--- src/rtl/mul_wb_buffer_pkg.sv ---
// mul_wb_buffer_pkg: shared widths and the buffered M-unit result entry type.
package mul_wb_buffer_pkg;
    localparam int DEF_XLEN  = 32;
    localparam int DEF_AW    = 5;
    localparam int DEF_DEPTH = 2;

    typedef struct packed {
        logic [DEF_AW-1:0]   rd;
        logic [DEF_XLEN-1:0] data;
        logic                kill;
    } type_mulwb_entry_s;
endpackage

--- src/rtl/mul_wb_fifo.sv ---
// mul_wb_fifo: circular result buffer with per-entry WAW kill-by-address and RAW hazard compare.
module mul_wb_fifo
    import mul_wb_buffer_pkg::*;
#(
    parameter int XLEN  = DEF_XLEN,
    parameter int AW    = DEF_AW,
    parameter int DEPTH = DEF_DEPTH
) (
    input  logic            clk,
    input  logic            rst_n,
    input  logic            push_i,
    input  logic [AW-1:0]   push_rd_i,
    input  logic [XLEN-1:0] push_data_i,
    input  logic            push_kill_i,
    input  logic            pop_i,
    input  logic            kill_en_i,
    input  logic [AW-1:0]   kill_rd_i,
    input  logic [AW-1:0]   hz_rs1_addr_i,
    input  logic [AW-1:0]   hz_rs2_addr_i,
    output logic            empty_o,
    output logic            full_o,
    output logic [AW-1:0]   head_rd_o,
    output logic [XLEN-1:0] head_data_o,
    output logic            head_kill_o,
    output logic            hazard_o
);
    localparam int PW = $clog2(DEPTH);
    localparam int CW = $clog2(DEPTH + 1);

    logic [AW-1:0]    rd_q   [DEPTH];
    logic [XLEN-1:0]  data_q [DEPTH];
    logic [DEPTH-1:0] kill_q, kill_d;
    logic [PW-1:0]    rd_ptr_q, rd_ptr_d, wr_ptr_q, wr_ptr_d;
    logic [CW-1:0]    count_q, count_d;
    logic [PW-1:0]    off;

    assign empty_o     = count_q == '0;
    assign full_o      = count_q == CW'(DEPTH);
    assign head_rd_o   = rd_q[rd_ptr_q];
    assign head_data_o = data_q[rd_ptr_q];
    assign head_kill_o = kill_q[rd_ptr_q];
    assign rd_ptr_d    = rd_ptr_q + PW'(pop_i);
    assign wr_ptr_d    = wr_ptr_q + PW'(push_i);
    assign count_d     = count_q + CW'(push_i) - CW'(pop_i);

    // an entry is live when its distance from the head is below count and it is not killed
    always_comb begin
        kill_d   = kill_q;
        hazard_o = 1'b0;
        off      = '0;
        for (int i = 0; i < DEPTH; i++) begin
            off       = PW'(i) - rd_ptr_q;
            kill_d[i] = kill_q[i] | (kill_en_i & (rd_q[i] == kill_rd_i));
            hazard_o  = hazard_o | ((CW'(off) < count_q) & ~kill_q[i] & (rd_q[i] != '0)
                        & ((rd_q[i] == hz_rs1_addr_i) | (rd_q[i] == hz_rs2_addr_i)));
        end
        if (push_i) kill_d[wr_ptr_q] = push_kill_i;
    end

    always_ff @(posedge clk or negedge rst_n) begin
        if (!rst_n) begin
            rd_ptr_q <= '0;
            wr_ptr_q <= '0;
            count_q  <= '0;
            kill_q   <= '0;
            for (int i = 0; i < DEPTH; i++) begin
                rd_q[i]   <= '0;
                data_q[i] <= '0;
            end
        end else begin
            rd_ptr_q <= rd_ptr_d;
            wr_ptr_q <= wr_ptr_d;
            count_q  <= count_d;
            kill_q   <= kill_d;
            if (push_i) begin
                rd_q[wr_ptr_q]   <= push_rd_i;
                data_q[wr_ptr_q] <= push_data_i;
            end
        end
    end
endmodule

--- src/rtl/mul_wb_buffer.sv ---
// mul_wb_buffer: queues M-unit results and merges them onto the register-file write port behind LSU writebacks.
module mul_wb_buffer
    import mul_wb_buffer_pkg::*;
#(
    parameter int XLEN  = DEF_XLEN,
    parameter int DEPTH = DEF_DEPTH,
    parameter int AW    = DEF_AW
) (
    input  logic            clk,
    input  logic            rst_n,
    input  logic            flush_i,
    input  logic            mul_req_i,
    input  logic [XLEN-1:0] mul_result_i,
    input  logic [AW-1:0]   mul_rd_addr_i,
    output logic            mul_stall_o,
    input  logic            lsu_wb_valid_i,
    input  logic [AW-1:0]   lsu_wb_rd_addr_i,
    input  logic [XLEN-1:0] lsu_wb_data_i,
    output logic            wb_valid_o,
    output logic [AW-1:0]   wb_rd_addr_o,
    output logic [XLEN-1:0] wb_data_o,
    input  logic [AW-1:0]   hz_rs1_addr_i,
    input  logic [AW-1:0]   hz_rs2_addr_i,
    output logic            mul_hazard_o
);
    logic            empty, full, head_kill, head_live, pop, accept, kill_en;
    logic [AW-1:0]   head_rd;
    logic [XLEN-1:0] head_data;

    // killed heads drain even while the LSU owns the port
    assign kill_en     = lsu_wb_valid_i & (lsu_wb_rd_addr_i != '0);
    assign head_live   = ~empty & ~head_kill;
    assign pop         = ~empty & (head_kill | ~lsu_wb_valid_i);
    assign accept      = mul_req_i & ~flush_i & (~full | pop);
    assign mul_stall_o = mul_req_i & ~flush_i & full & ~pop;

    always_comb begin
        wb_valid_o   = lsu_wb_valid_i | head_live;
        wb_rd_addr_o = lsu_wb_valid_i ? lsu_wb_rd_addr_i : head_live ? head_rd : '0;
        wb_data_o    = lsu_wb_valid_i ? lsu_wb_data_i : head_live ? head_data : '0;
    end

    mul_wb_fifo #(.XLEN(XLEN), .AW(AW), .DEPTH(DEPTH)) u_fifo (
        .clk          (clk),
        .rst_n        (rst_n),
        .push_i       (accept & (mul_rd_addr_i != '0)),
        .push_rd_i    (mul_rd_addr_i),
        .push_data_i  (mul_result_i),
        .push_kill_i  (kill_en & (mul_rd_addr_i == lsu_wb_rd_addr_i)),
        .pop_i        (pop),
        .kill_en_i    (kill_en),
        .kill_rd_i    (lsu_wb_rd_addr_i),
        .hz_rs1_addr_i(hz_rs1_addr_i),
        .hz_rs2_addr_i(hz_rs2_addr_i),
        .empty_o      (empty),
        .full_o       (full),
        .head_rd_o    (head_rd),
        .head_data_o  (head_data),
        .head_kill_o  (head_kill),
        .hazard_o     (mul_hazard_o)
    );
endmodule
--- config.mk ---
export PLATFORM = sky130hd
export DESIGN_NAME = mul_wb_buffer
export DESIGN_NICKNAME = d
export VERILOG_FILES = /design/src/rtl/mul_wb_buffer_pkg.sv /design/src/rtl/mul_wb_fifo.sv /design/src/rtl/mul_wb_buffer.sv
export SDC_FILE = /design/constraint.sdc
export NUM_CORES = 1
export LEC_CHECK = 0
export ABC_AREA = 1
export BUFFER_PORTS_ARGS = -buffer_cell sky130_fd_sc_hd__clkbuf_2
export CELL_PAD_IN_SITES_DETAIL_PLACEMENT = 1
export CELL_PAD_IN_SITES_GLOBAL_PLACEMENT = 2
export CORE_ASPECT_RATIO = 1.25
export CORE_MARGIN = 5
export CORE_UTILIZATION = 30
export CTS_CLUSTER_DIAMETER = 30
export DETAILED_ROUTE_END_ITERATION = 10
export PLACE_DENSITY_LB_ADDON = 0.1
export SYNTH_ARGS = -nofsm -noshare
export SYNTH_HDL_FRONTEND = slang
export SYNTH_SLANG_ARGS = --single-unit
--- constraint.sdc ---
create_clock -name clk -period 2.9 [get_ports clk]
set_clock_uncertainty 0.15 [all_clocks]
set_input_delay 0.29 -clock clk [delete_from_list [all_inputs] [get_ports clk]]
set_output_delay 0.29 -clock clk [all_outputs]
set_load 0.02 [all_outputs]
# Yosys cells after proc, flatten, opt, wreduce, memory -nomap -nowiden
# Cells that the tools add are included.
[word_totals]
out_inout_bits = 40
latchBits = 0
ram_bits = 0
n_memories = 0
wordCells = 94
mem_bits_ro = 0
input_bits = 89
reg_bits = 80
[classes]
order_cmp = 8
div = 0
n_eq_ne = 8
n_bitwise = 35
shifts = 0
muxes = 22
multipliers = 0
n_reduce_logical = 7
addsub = 6
[op_table]
columns = ["op", "count"]
rows = [
  ["two-way mux 32 bit", 6],
  ["bitwise mux 64 bit", 1],
  ["equality test 5 bit", 7],
  ["demux 32 bit (select 1 bit)", 1],
  ["two-way mux 5 bit", 6],
  ["nonzero test 5 bit", 4],
  ["AND 1 bit", 17],
  ["bitwise mux 10 bit", 1],
  ["inverter 1 bit", 8],
  ["OR 1 bit", 8],
  ["demux 5 bit (select 1 bit)", 1],
  [">= comparator 2 bit, second input constant", 2],
  ["< comparator 1 x 2 -> 1 bit", 2],
  ["< comparator 1 x 2 -> 1 bit, second input constant", 2],
  ["inverter 1 -> 2 bit", 2],
  ["two-way mux 1 bit", 3],
  ["adder 1 bit", 2],
  ["adder 2 x 1 -> 2 bit", 1],
  ["bitwise mux 2 bit", 1],
  ["equality test 2 bit, second input constant", 1],
  ["logical AND 1 bit", 2],
  ["logical NOT 2 bit", 1],
  ["< comparator 2 x 1 -> 1 bit, second input constant", 1],
  ["two-way mux 2 bit", 1],
  ["4 further kinds", 5],
]

# Logic depth before layout (Yosys ltp)
# Gate-level depths: netlist (run 1).
[logic_depth]
depth_word = 9
ltp_mapped = 11
depth_no_buf = 10

# Modules after synthesis
# From an unflattened synthesis (run 1), not the netlist that was laid out.
[hier_totals]
hier_cells = 636
area_unflattened_um2 = 4757.1
[modules_own_cells]
columns = ["module", "area_per_inst_um2", "n_inst", "seq_area_each_um2", "cells_per_inst"]
rows = [
  ["mul_wb_fifo", 3983.8, 1, 2001.9, 475],
  ["mul_wb_buffer", 773.2, 1, 0.0, 161],
]

# Least setup slack after synthesis (run 1)
# No wires, ideal clock.
[synth_path]
kind = "flip-flop to flip-flop"
start = "register u_fifo.rd_ptr_q"
end = "register u_fifo.data_q[32] (netlist name)"
slack_ps = 879
path_stages_with_launch = 11
t_arrival_ps = 1746
n_path_buf = 3
required_time_ps = 2625
setup_time_ps = 125
synth_period_minus_slack_ps = 2021
cell_sequence = "dfrtp_1 > buf_2 > nand2_1 > o21ai_2 > nand3_1 > nand2_1 > inv_1 > ha_1 > clkbuf_1 > buf_2 > mux2_2"
[synth_via]
elab_chain_cells = 7
[synth_lines]
columns = ["element", "line_no", "text"]
rows = [
  ["start: declaration", "mul_wb_fifo.sv:33", "logic [PW-1:0] rd_ptr_q, rd_ptr_d, wr_ptr_q, wr_ptr_d;"],
  ["start signal: assignment", "mul_wb_fifo.sv:71", "rd_ptr_q <= rd_ptr_d;"],
  ["two-way mux 1 bit (implied by the code) (2 in series)", "mul_wb_fifo.sv:41", "assign head_kill_o = kill_q[rd_ptr_q];"],
  ["OR 1 bit", "mul_wb_buffer.sv:33", "assign pop = ~empty & (head_kill | ~lsu_wb_valid_i);"],
  ["AND 1 bit", "mul_wb_buffer.sv:33", ""],
  ["OR 1 bit", "mul_wb_buffer.sv:34", "assign accept = mul_req_i & ~flush_i & (~full | pop);"],
  ["AND 1 bit", "mul_wb_buffer.sv:34", ""],
  ["AND 1 bit", "mul_wb_buffer.sv:46", ".push_i (accept & (mul_rd_addr_i != '0)),"],
  ["end signal: indexed assignment", "mul_wb_fifo.sv:77", "data_q[wr_ptr_q] <= push_data_i;"],
  ["end: declaration", "mul_wb_fifo.sv:31", "logic [XLEN-1:0] data_q [DEPTH];"],
]
# Every way passes these cells. The select of a mux whose other input is x is not followed.
# A chain may end at the register's enable or synchronous reset.

# Final worst setup path (run 1)
[layout_path]
start = "register u_fifo.rd_ptr_q"
end = "output wb_data_o[31]"
[layout_via]
elab_chain_cells = 6
word_cells_on_any_way = 10
cone_classes = "mux: 7; bitwise: 3"
[layout_lines]
columns = ["element", "line_no", "text"]
rows = [
  ["inverter 1 -> 2 bit (implied by the code) or two-way mux 1 bit (tied branches)", "mul_wb_fifo.sv:40, mul_wb_fifo.sv:41", ""],
  ["two-way mux 32 bit (implied by the code) or two-way mux 1 bit (tied branches)", "mul_wb_fifo.sv:40, mul_wb_fifo.sv:41", ""],
  ["two-way mux 32 bit (implied by the code) or inverter 1 bit (tied branches)", "mul_wb_fifo.sv:40, mul_wb_buffer.sv:32", ""],
  ["two-way mux 32 bit (implied by the code) or AND 1 bit (tied branches)", "mul_wb_fifo.sv:40, mul_wb_buffer.sv:32", ""],
  ["two-way mux 32 bit (*) (2 in series)", "mul_wb_buffer.sv:40", "wb_data_o = lsu_wb_valid_i ? lsu_wb_data_i : head_live ? head_data : '0;"],
  ["end: declaration", "mul_wb_buffer.sv:21", "output logic [XLEN-1:0] wb_data_o,"],
]
# Every way passes the cells marked *; elsewhere a longest branch is shown, timed or not. The select of a mux whose other input is x is not followed.

==> flow_metrics.env, run 1 <==
export IMPL_status="finished, final reports clean"
export IMPL_hold_path_class="input pin to register"
export IMPL_preCtsSetupSlack_ps=517
export IMPL_gp_congestion=0.787
export IMPL_max_slew_margin_rel=0.504
export IMPL_crit_family="simple AND/OR/NAND/NOR gates"
export IMPL_cp_num_buf_inv=1
export IMPL_die_area_sq_mm=0.0186
export IMPL_drive_above_1_share=0.317
export IMPL_die_y_microns=151
export IMPL_period_needed_ps=2720
export IMPL_yosys_area_top_type="dfrtp_1"
export IMPL_clk_pin_slew_ps=60
export IMPL_drt_pass1_iter_count=5
export IMPL_synth_edf_count=0
export IMPL_ctsRootBufferMaster="clkbuf_16"
export IMPL_required_ps=2460
export IMPL_route_detailed_drc=0
export IMPL_maxCapViolCount=0
export IMPL_grt_max_degree=74
export IMPL_postCtsSetupRepairBufs=0
export IMPL_power_density_mw_per_mm2=1000
export IMPL_min_period_over_period=0.939
export IMPL_synth_area_sq_mm=0.00479
export IMPL_start_kind="register"
export IMPL_slew_viol_final=0
export IMPL_tightestPinTransition_ps=744
export IMPL_crit_path_top_delay_cell="dfrtp_2"
export IMPL_cts_sinks=80
export IMPL_dp_hpwl_microns=11000
export IMPL_grt_use_total=0.169
export IMPL_ff2ff_setup_slack_ps=580
export IMPL_cts_tree="yes"
export IMPL_synth_most_common_cell="nand2_1"
export IMPL_worst_setup_path_end_kind="output pin"
export IMPL_hold_viol=0
export IMPL_grt_pass1_wl_microns=24500
export IMPL_row_count=51
export IMPL_worstPathCellList="nand2_1, o21ai_2, and2_4, o211ai_1, nand2_1, clkbuf_2"
export IMPL_vias=4331
export IMPL_setup_viol=0
export IMPL_finalInstanceArea_sq_mm=0.00593
export IMPL_hold_ws_ps=28.8
export IMPL_worstSetupPathType="register to output pin"
export IMPL_cts_htree_levels=3
export IMPL_critPathMaxFanout=38
export IMPL_io_buffers=128
export IMPL_ys_seq_elements=80
export IMPL_fmax_mhz=367
export IMPL_area_growth_pct=23.8
export IMPL_synth_nets=691
export IMPL_synth_cell_types=23
export IMPL_clk_path_buf_depth=2
export IMPL_ir_worst_vdd_mv=0.301
export IMPL_antenna_found_initial=0
export IMPL_synthArstFlopShare=1.00
export IMPL_rsz0062_at_grt="no"
export IMPL_ant_nets=0
export IMPL_drt_vias_per_instance=4.67
export IMPL_yosysTopAreaCellShare=0.418
export IMPL_fin_ws_ps=177
export IMPL_timing_setup_tns_ps=0
export IMPL_io_pins=129
export IMPL_cp_arrival_ps=2280
export IMPL_post_drt_wl_per_cell_microns=16.2
export IMPL_leakage_nw=3.04
export IMPL_slowest_delay_ps=600
export IMPL_synthTopCellsByArea="dfrtp_1 (42%), nand2_1 (14%), mux2_2 (7.5%)"
export IMPL_nets=803
export IMPL_clkLatencyLatePin_ps=330
export IMPL_wirelength_microns=15000
export IMPL_dpl_instance_area_sq_mm=0.00562
export IMPL_numCtsBuffers=9
export IMPL_dieWidth_microns=123
export IMPL_synth_common_cells="nand2_1 (175), dfrtp_1 (80), inv_1 (72)"
export IMPL_netlist_instances=598
export IMPL_crit_top_cell="nand2_1"
export IMPL_synth_yosys_warnings=0
export IMPL_core_area_sq_mm=0.0156
export IMPL_yosysSeqAreaShare=0.418
export IMPL_grt_pass1_vias=4701
export IMPL_synth_avg_cell_area_sq_um=8.00
export IMPL_start_util=0.306
export IMPL_drt_iter0_drc=141
export IMPL_overflow=0
export IMPL_synth_main_ff_cell="dfrtp_1"
-- routing by layer --
| metal | share of wire | track usage | wire (microns) | vias to the layer above |
|---|---|---|---|---|
| li1 | - | - | - | 2143 |
| met1 | 0.42 | 0.200 | 6290 | 2101 |
| met2 | 0.53 | 0.307 | 7920 | 79 |
| met3 | 0.044 | 0.0351 | 661 | 8 |
| met4 | 0.010 | 0.0482 | 157 | 0 |
| met5 | 0 | 0 | 0 | - |
-- area by class of cell --
class                      instances  area [sq um]
antenna                            1          2.50
clock buffer                      11           243
clock inverter                     5          56.3
fill                            1936          9710
inverter                          72           270
multi-input combinational        411          2340
sequential                        80          2000
tap                              212           265
timing repair buffer             136           743
-- layout by cell type, fill, tap and decap left out --
master / n
nand2_2: 20
nor3_1: 5
clkbuf_16: 9
inv_1: 72
a21oi_1: 38
ha_2: 2
and2_4: 1
buf_12: 3
or2_1: 2
bufinv_16: 1
nand3_1: 12
o21ai_2: 1
o21ai_0: 47
diode_2: 1
ha_1: 2
dlygate4sd3_1: 1
xnor2_1: 8
nand2_1: 175
nor2_1: 19
o211ai_1: 18
clkbuf_2: 127
mux2_2: 32
clkbuf_1: 1
dfrtp_1: 79
xor2_1: 9
clkinv_4: 1
clkbuf_8: 1
clkinv_2: 2
dfrtp_2: 1
clkinvlp_4: 1
o211ai_2: 20
buf_4: 5
-- kinds of logic after synthesis --
family	after synthesis	share of synthesized area
compound gates	124	0.171
buf+inv	107	0.0931
fa+ha+maj	4	0.0105
mux	32	0.0753
xor+xnor	17	0.0311
simple gates	234	0.201
flops	80	0.418
-- worst min-delay path, delay by kind of cell --
kind,cells,cell delay [ps]
buffers and inverters,1,90
AOI/OAI and AO/OA,1,60
and+or+nand+nor,1,40
-- path summary, 6_finish.rpt --
check                                   from                 to  cells after the start
setup / recovery             u_fifo.rd_ptr_q      wb_data_o[31]                      6
hold / removal              mul_result_i[25]  u_fifo.data_q[25]                      3
setup reg to reg             u_fifo.rd_ptr_q  u_fifo.data_q[59]                      8
hold reg to reg            u_fifo.data_q[40]  u_fifo.data_q[40]                      1
max in group asynchronous              rst_n     u_fifo.rd_q[4]                      3
min in group asynchronous              rst_n  u_fifo.data_q[13]                      2
-- sequential cells by signal, indices dropped and copies added (netlist names) --
signal,flops
u_fifo.kill_q,2
u_fifo.rd_ptr_q,1
u_fifo.data_q,64
u_fifo.count_q,2
u_fifo.rd_q,10
u_fifo.wr_ptr_q,1
-- power by group --
| part | total [mW] | switching [mW] | leakage, nW | internal [mW] |
|---|---|---|---|---|
| clock | 1.14 | 0.451 | 0.146 | 0.689 |
| sequential | 2.07 | 0.393 | 0.968 | 1.67 |
| combinational | 2.74 | 1.73 | 1.93 | 1.01 |
-- stage by stage --
step                utilization  power [mW]  std cells
floorplan                     -        4.07        598
global placement          0.359        4.78        910
detailed placement        0.359        4.89        910
CTS                       0.379        6.07        927
global route              0.379        6.45        927
finish                    0.379        5.94        928
-- repair_timing --
| item | CTS | global route |
|---|---|---|
| endpoints found under the hold margin | 29 | 0 |
| resized for setup | 0 | 0 |
| hold buffers | 1 | 0 |
No activity file was read; power rests on OpenSTA's default activity.
==> run 2, diff against run 1 <==
--- a/config.mk
+++ b/config.mk
@@ -15,6 +15,7 @@
 export CTS_CLUSTER_DIAMETER = 30
 export DETAILED_ROUTE_END_ITERATION = 10
 export PLACE_DENSITY_LB_ADDON = 0.1
+export RECOVER_POWER = 100
 export SYNTH_ARGS = -nofsm -noshare
 export SYNTH_HDL_FRONTEND = slang
 export SYNTH_SLANG_ARGS = --single-unit
==> flow_metrics.env, run 2 (same netlist as run 1, synthesis figures left out) <==
export IMPL_status="finished with violations"
export IMPL_violations="max-capacitance violations, max-slew violations"
export IMPL_timing_setup_tns_ps=0
export IMPL_vias=4349
export IMPL_gp_congestion=0.787
export IMPL_worstSetupPathType="register to output pin"
export IMPL_numCtsBuffers=9
export IMPL_min_period_over_period=0.933
export IMPL_core_area_sq_mm=0.0156
export IMPL_row_count=51
export IMPL_cts_sinks=80
export IMPL_post_drt_wl_per_cell_microns=16.2
export IMPL_overflow=0
export IMPL_cp_arrival_ps=2270
export IMPL_io_pins=129
export IMPL_ir_worst_vdd_mv=0.293
export IMPL_leakage_nw=2.94
export IMPL_grt_pass1_wl_microns=24500
export IMPL_required_ps=2460
export IMPL_io_buffers=128
export IMPL_ant_nets=0
export IMPL_wirelength_microns=15100
export IMPL_drt_vias_per_instance=4.69
export IMPL_finalInstanceArea_sq_mm=0.00578
export IMPL_clk_path_buf_depth=2
export IMPL_drive_above_1_share=0.267
export IMPL_ctsRootBufferMaster="clkbuf_16"
export IMPL_worst_setup_path_end_kind="output pin"
export IMPL_cts_hold_buf=1
export IMPL_worstPathCellList="nand2_1, o21ai_2, and2_4, o211ai_1, nand2_1, clkbuf_1"
export IMPL_die_y_microns=151
export IMPL_slowest_delay_ps=600
export IMPL_max_slew_margin_rel=-0.191
export IMPL_cp_num_buf_inv=1
export IMPL_clk_pin_slew_ps=60
export IMPL_crit_top_cell="nand2_1"
export IMPL_cts_htree_levels=3
export IMPL_antenna_found_initial=0
export IMPL_setup_viol=0
export IMPL_hold_path_class="input pin to register"
export IMPL_die_area_sq_mm=0.0186
export IMPL_postCtsSetupRepairBufs=0
export IMPL_crit_path_top_delay_cell="dfrtp_2"
export IMPL_grt_max_degree=74
export IMPL_dp_hpwl_microns=11000
export IMPL_clkLatencyLatePin_ps=330
export IMPL_finish_utilization=0.369
export IMPL_hold_viol=0
export IMPL_cts_resized=0
export IMPL_slew_viol_final=32
export IMPL_crit_family="simple AND/OR/NAND/NOR gates"
export IMPL_maxCapViolCount=1
export IMPL_finalPower_mw=5.77
export IMPL_dieWidth_microns=123
export IMPL_grt_pass1_vias=4701
export IMPL_largestRegisters="u_fifo.data_q (64), u_fifo.rd_q (10)"
export IMPL_drt_pass1_iter_count=5
export IMPL_start_kind="register"
export IMPL_top_register="u_fifo.data_q"
export IMPL_critPathMaxFanout=38
export IMPL_power_density_mw_per_mm2=999
export IMPL_nets=803
export IMPL_drt_iter0_drc=162
export IMPL_period_needed_ps=2710
export IMPL_area_growth_pct=20.7
export IMPL_fill_cells=1961
export IMPL_grt_use_total=0.169
export IMPL_dpl_instance_area_sq_mm=0.00562
export IMPL_final_cell_mix="nand2_1 (175), clkbuf_2 (116), dfrtp_1 (79), inv_1 (72), o21ai_0 (47)"
export IMPL_final_common_cell="nand2_1"
export IMPL_cts_tree="yes"
export IMPL_fmax_mhz=369
export IMPL_start_util=0.306
export IMPL_route_detailed_drc=0
export IMPL_tightestPinTransition_ps=1790
export IMPL_largest_reg_flops=64
export IMPL_rsz0062_at_grt="no"
export IMPL_hold_ws_ps=25.6
[run 2: cell type report]
type                            instances  area, sq um  area share
Timing Repair Buffer                  136          697       0.121
Tap cell                              212          265      0.0459
Inverter                               72          270      0.0468
Sequential cell                        80         2000       0.347
Multi-Input combinational cell        411         2240       0.388
Clock inverter                          5         56.3     0.00975
Antenna cell                            1         2.50    0.000433
Clock buffer                           11          243      0.0420
[run 2: worst paths after layout]
| check | slack, ps | depth (start not counted) | end | startpoint |
|---|---|---|---|---|
| max | 190 | 6 | wb_data_o[31] | u_fifo.rd_ptr_q |
| min | 30 | 3 | u_fifo.data_q[25] | mul_result_i[25] |
| max reg2reg | 230 | 8 | u_fifo.data_q[42] | u_fifo.rd_ptr_q |
| min reg2reg | 360 | 1 | u_fifo.data_q[39] | u_fifo.data_q[39] |
| max in group asynchronous | 400 | 3 | u_fifo.rd_q[4] | rst_n |
| min in group asynchronous | 820 | 2 | u_fifo.data_q[13] | rst_n |
[run 2: where the power goes]
group | internal (mW) | total (mW) | switching, mW
Sequential | 1.67 | 2.04 | 0.370
Combinational | 0.931 | 2.59 | 1.66
Clock | 0.689 | 1.14 | 0.454
[run 2: through the flow]
step,std cells,setup slack [ps]
after floorplan,598,879
after global placement,910,555
after detailed placement,910,517
after CTS,927,134
after global routing,927,12.9
final,928,193
[run 2: tightest hold or removal path: stages]
cell,delay (ps)
clkbuf_2,90
nand2_1,40
o21ai_0,60
[run 2: layer usage]
layer,up-vias,GRT usage,part of all wire,routed length (microns)
li1,2144,-,-,-
met1,2111,0.200,0.42,6290
met2,82,0.307,0.52,7900
met3,12,0.0351,0.046,695
met4,0,0.0482,0.012,178
met5,-,0,0,0
